$ cat config.mk
export PLATFORM = sky130hd
export DESIGN_NAME = sync_updown_counter
export DESIGN_NICKNAME = d
export VERILOG_FILES = /design/src/rtl/cnt_pkg.sv /design/src/rtl/cnt_prescaler.sv /design/src/rtl/sync_updown_counter.sv
export SDC_FILE = /design/constraint.sdc
export NUM_CORES = 1
export LEC_CHECK = 0
export CORE_AREA = 4 4 41 43
export DETAILED_ROUTE_END_ITERATION = 10
export DIE_AREA = 0 0 45 47
export DONT_BUFFER_PORTS = 1
export PLACE_DENSITY_LB_ADDON = 0.2
export SLEW_MARGIN = 30
export SYNTH_ARGS = -nofsm -noshare
export SYNTH_HDL_FRONTEND = slang
export SYNTH_HIERARCHICAL = 1
export SYNTH_SLANG_ARGS = --single-unit
$ cat constraint.sdc
create_clock -name clk -period 1.7 [get_ports clk]
set_input_delay 0.425 -clock clk [delete_from_list [all_inputs] [get_ports clk]]
set_output_delay 0.425 -clock clk [all_outputs]
set_load 0.005 [all_outputs]
$ cat src/rtl/cnt_pkg.sv
// Shared types and helpers for sync_updown_counter: prescaler sizing,
// count direction and the modulus-aware next-count function.
package cnt_pkg;

   localparam int unsigned CNT_MAX_W  = 32;
   localparam int unsigned CNT_WORD_W = CNT_MAX_W + 1;

   typedef logic [CNT_WORD_W-1:0] cnt_word_t;

   typedef enum logic {
      CNT_DOWN = 1'b0,
      CNT_UP   = 1'b1
   } cnt_dir_t;

   localparam cnt_word_t CNT_ZERO = 33'd0;
   localparam cnt_word_t CNT_ONE  = 33'd1;

   function automatic int unsigned cnt_psc_width(input int unsigned prescale);
      int unsigned w_v;
      if (prescale > 32'd1) begin
         w_v = unsigned'($clog2(prescale));
      end else begin
         w_v = 32'd1;
      end
      return w_v;
   endfunction

   // Compares against the modulus in a word wider than any count, so a
   // non-power-of-two range never depends on natural register overflow.
   function automatic cnt_word_t cnt_next(input cnt_word_t count,
                                          input cnt_dir_t  dir,
                                          input logic      sat,
                                          input cnt_word_t modulus);
      cnt_word_t last_v;
      cnt_word_t next_v;
      last_v = modulus - CNT_ONE;
      case (dir)
         CNT_UP: begin
            if (count >= last_v) begin
               next_v = sat ? last_v : CNT_ZERO;
            end else begin
               next_v = count + CNT_ONE;
            end
         end
         CNT_DOWN: begin
            if (count == CNT_ZERO) begin
               next_v = sat ? CNT_ZERO : last_v;
            end else begin
               next_v = count - CNT_ONE;
            end
         end
         default: next_v = CNT_ZERO;
      endcase
      return next_v;
   endfunction

endpackage

$ cat src/rtl/cnt_prescaler.sv
// Enable divider for sync_updown_counter: tick fires on every PRESCALE-th
// enabled cycle; a parallel load restarts the division.
module cnt_prescaler
   import cnt_pkg::*;
#(
   parameter int unsigned PRESCALE = 2
) (
   input  logic clk,
   input  logic rst_n,
   input  logic en,
   input  logic load,
   output logic tick
);

   localparam int unsigned     PW       = cnt_psc_width(PRESCALE);
   localparam logic [PW-1:0]   PSC_LAST = PW'(PRESCALE - 32'd1);
   localparam logic [PW-1:0]   PSC_ZERO = {PW{1'b0}};
   localparam logic [PW-1:0]   PSC_ONE  = PW'(32'd1);

   logic [PW-1:0] psc_r;
   logic          at_last_s;

   // Tick decode from the current prescaler phase
   always_comb begin
      at_last_s = (psc_r == PSC_LAST);
      tick      = en & at_last_s;
   end

   // Prescaler phase: load restarts, enable advances, otherwise hold
   always_ff @(posedge clk or negedge rst_n) begin
      if (!rst_n) begin
         psc_r <= PSC_ZERO;
      end else if (load) begin
         psc_r <= PSC_ZERO;
      end else if (en) begin
         if (at_last_s) begin
            psc_r <= PSC_ZERO;
         end else begin
            psc_r <= psc_r + PSC_ONE;
         end
      end else begin
         psc_r <= psc_r;
      end
   end

endmodule

$ cat src/rtl/sync_updown_counter.sv
// Parametrised synchronous up/down counter with modulus, load, saturate,
// prescaler and cascadable tc. Optional sticky ovf under CNT_STICKY_OVF_EN.
module sync_updown_counter
   import cnt_pkg::*;
#(
   parameter int unsigned     WIDTH    = 4,
   parameter longint unsigned MODULUS  = 64'd1 << WIDTH,
   parameter int unsigned     PRESCALE = 1
) (
   input  logic             clk,
   input  logic             rst_n,
   input  logic             en,
   input  logic             up,
   input  logic             sat,
   input  logic             load,
   input  logic [WIDTH-1:0] load_val,
   output logic [WIDTH-1:0] count,
   output logic             tc
`ifdef CNT_STICKY_OVF_EN
   ,
   output logic             ovf,
   input  logic             ovf_clr
`endif
);

   localparam cnt_word_t MOD_W  = cnt_word_t'(MODULUS);
   localparam cnt_word_t TERM_W = MOD_W - CNT_ONE;

   logic [WIDTH-1:0] count_r;
   cnt_word_t        count_w_s;
   cnt_word_t        load_w_s;
   cnt_word_t        load_clamp_s;
   cnt_word_t        next_w_s;
   cnt_dir_t         dir_s;
   logic             tick_s;
   logic             at_term_s;
   logic             tc_s;
   logic             unused_ok_s;

   generate
      if (PRESCALE > 1) begin : g_psc
         cnt_prescaler #(
            .PRESCALE(PRESCALE)
         ) u_psc (
            .clk   (clk),
            .rst_n (rst_n),
            .en    (en),
            .load  (load),
            .tick  (tick_s)
         );
      end else begin : g_bypass
         assign tick_s = en;
      end
   endgenerate

   // Widen count and load value so every compare sees the full modulus
   always_comb begin
      count_w_s              = CNT_ZERO;
      count_w_s[WIDTH-1:0]   = count_r;
      load_w_s               = CNT_ZERO;
      load_w_s[WIDTH-1:0]    = load_val;
   end

   // Next value, load clamp, terminal detect and tc strobe
   always_comb begin
      dir_s    = cnt_dir_t'(up);
      next_w_s = cnt_next(count_w_s, dir_s, sat, MOD_W);
      if (load_w_s > TERM_W) begin
         load_clamp_s = TERM_W;
      end else begin
         load_clamp_s = load_w_s;
      end
      if (up) begin
         at_term_s = (count_w_s == TERM_W);
      end else begin
         at_term_s = (count_w_s == CNT_ZERO);
      end
      // rst_n gates tc so a reset stage never strobes its cascade neighbour
      tc_s = rst_n & tick_s & at_term_s & ~load;
   end

   // Count register: load beats step beats hold
   always_ff @(posedge clk or negedge rst_n) begin
      if (!rst_n) begin
         count_r <= {WIDTH{1'b0}};
      end else if (load) begin
         count_r <= load_clamp_s[WIDTH-1:0];
      end else if (tick_s) begin
         count_r <= next_w_s[WIDTH-1:0];
      end else begin
         count_r <= count_r;
      end
   end

   assign unused_ok_s = ^{load_clamp_s, next_w_s};
   assign count       = count_r;
   assign tc          = tc_s;

`ifdef CNT_STICKY_OVF_EN
   logic ovf_r;

   // Sticky overflow: a terminal-count cycle outranks a clear request
   always_ff @(posedge clk or negedge rst_n) begin
      if (!rst_n) begin
         ovf_r <= 1'b0;
      end else if (tc_s) begin
         ovf_r <= 1'b1;
      end else if (ovf_clr) begin
         ovf_r <= 1'b0;
      end else begin
         ovf_r <= ovf_r;
      end
   end

   assign ovf = ovf_r;
`endif

endmodule
==> results.cfg <==
[synth]
synth-main-ff-cell = dfrtp_1
synth_seq_cells = 4
yosysTopAreaCell = dfrtp_1
synthTopCellsByArea = dfrtp_1 (22%), a21oi_1 (9.0%), nand2_1 (6.7%)
ys_types = 29
synth_nets = 67
synth-edff-count = 0
async_flop_share_pct = 100.0
syn_area_per_cell_um2 = 8.099
synth_cells = 55
synth_top_area_share_pct = 22.47
synth_common_cells = a21oi_1 (8), nand2_1 (8), dfrtp_1 (4)
synth_warnings = 6
ys_seq_area_share_pct = 22.47
syn_area_um2 = 445.4

[cts]
root_buffer = clkbuf_4
cts_buffer_depth = 2
cts_buffers = 3
cts.clk_slew.worst_paths_ns = 0.04
clk_latency_ns = 0.23
cts_max_level = 1
clock_sinks = 4
cts_tree = done

[final_layout]
antennaDiodeCount = 0
stdcell_count = 78
drive_above_1_share_pct = 38.10
nets = 76
largest_register_ffs = 4
syn_to_final_growth_pct = 24.44

[power]
ir_drop_v = 0.0003269
power.density_nw_per_um2 = 729.1
p_leak_uw = 0.0002340

[sta]
setup_tns_ns = -0.1199
layout_worst_path_cycle_share_pct = 107.1
hold_viol_final = 0
worst_slew_pin_slew_ns = 0.3571
setup_violations = 1
rsz0062_at_grt = yes
finClkSkew_ns = 0.006771
maxSlewViolCount = 0
fmax_mhz = 549.5
holdWs_ns = 0.2785
maxSlewHeadroom_pct = 75.58
setup_ws_ns = -0.1199
fin_crit_ns = 1.820

[floorplanning]
die-area_um2 = 2115
rows = 13
fp.dieW_um = 45
io_pins = 15
dieHeight_um = 47
initial_core_util_pct = 34.23
coreArea_um2 = 1301

[run_status]
violations = negative setup slack
status = complete, but fails checks

[placed_design]
gp_congestion = 0.7530
dp_hpwl_um = 808.5
port_buffers = 0
dp.cells = 72

[global_routing]
grt_usage_pct = 12.76
grt_max_degree = 11
grt_pass1_vias = 394
antenna_found_initial = 0
grt_pass1_wl_mm = 1.911
grt-ovfl-total = 0

[route]
detail-route-antenna-nets = 0
routed_wl_mm = 1.103
drt_iter0_drc = 4
drcViolationCount = 0
vias = 404
drtPass1Iterations = 3
routed_via_density = 5.179
post_drt_wl_per_cell_um = 14.14

[critical_path]
crit_required_ns = 1.27
start_kind = register
path_max_fanout = 4
path_class = reg2out
cp-end-kind = output pin
crit_arrival_ns = 1.39

[run]
drv_cap = 0

[hold_path]
hold_path.class = in2reg
-- cell type report --
type	instances	area, µm²
Fill cell	148	747.0
Timing Repair Buffer	8	62.56
Tap cell	15	18.77
Sequential cell	4	101.3
Inverter	5	18.77
Clock buffer	4	26.28
Multi-Input combinational cell	42	326.6
-- metrics by stage --
| stage | setup WS, ns | utilization [%] | power [µW] | area, µm² |
|---|---|---|---|---|
| floorplan | 0.008163 | - | 231.0 | 449.2 |
| global placement | 0.04610 | 37.02 | 257.3 | 481.7 |
| detailed placement | 0.04493 | 37.02 | 254.8 | 481.7 |
| CTS | -0.2011 | 42.02 | 404.2 | 546.8 |
| global route | -0.2089 | 42.60 | 438.3 | 554.3 |
| finish | -0.1199 | 42.60 | 404.1 | 554.3 |
-- final timing paths --
path | slack, ns | from | to | cells past startpoint
setup / recovery | -0.12 | count[0] | tc | 5
hold / removal | 0.28 | load | count[0] | 1
setup reg to reg | 0.13 | count[0] | count[1] | 7
hold reg to reg | 0.70 | count[1] | count[1] | 4
max in group asynchronous | 1.06 | rst_n | count[0] | 1
min in group asynchronous | 0.46 | rst_n | count[2] | 1
-- worst max-delay path: stages (launching register included) --
cell and delay [ns]:
dfrtp_2 0.42, inv_2 0.08, ha_4 0.12, nor4b_4 0.22
a21oi_2 0.06, nor4b_2 0.26
-- routing by layer --
layer	vias to the layer above	global-route usage (%)	wire length, µm
li1	217	-	-
met5	-	0	0
met4	0	7.018	0
met3	0	4.215	63
met2	9	19.21	565
met1	178	16.06	474
-- power breakdown --
| group | total [µW] | switching [µW] | internal [µW] |
|---|---|---|---|
| clock network | 127 | 38.8 | 88.1 |
| registers | 122 | 14.9 | 107 |
| logic | 155 | 78.6 | 76.5 |
-- repair_timing --
action | CTS | global route
endpoints found under the hold margin | 4 | 0
setup endpoints to repair | 1 | 2
buffers inserted | 1 | 0
hold buffers | 1 | 0
pin swaps | 2 | 1
gates resized for setup | 6 | 1
-- placed cells by master, fill, tap and decap left out, types with 2 or more instances in the layout --
cell type / synthesis / routed
nor2_1: 2 / 2
inv_2: 2 / 4
a21oi_1: 8 / 7
clkbuf_4: 0 / 3
nand2_1: 8 / 8
a211oi_1: 2 / 2
dfrtp_1: 4 / 3
buf_4: 0 / 7
-- logic make-up after synthesis --
logic type	Yosys count	share of synthesized area [%]
and+or+nand+nor	20	29.21
AOI/OAI and AO/OA	19	28.93
buffers and inverters	9	11.23
DFF	4	22.47
adders and majority gates	2	5.617
muxes	1	2.528
(Power assumes the default switching activity.)
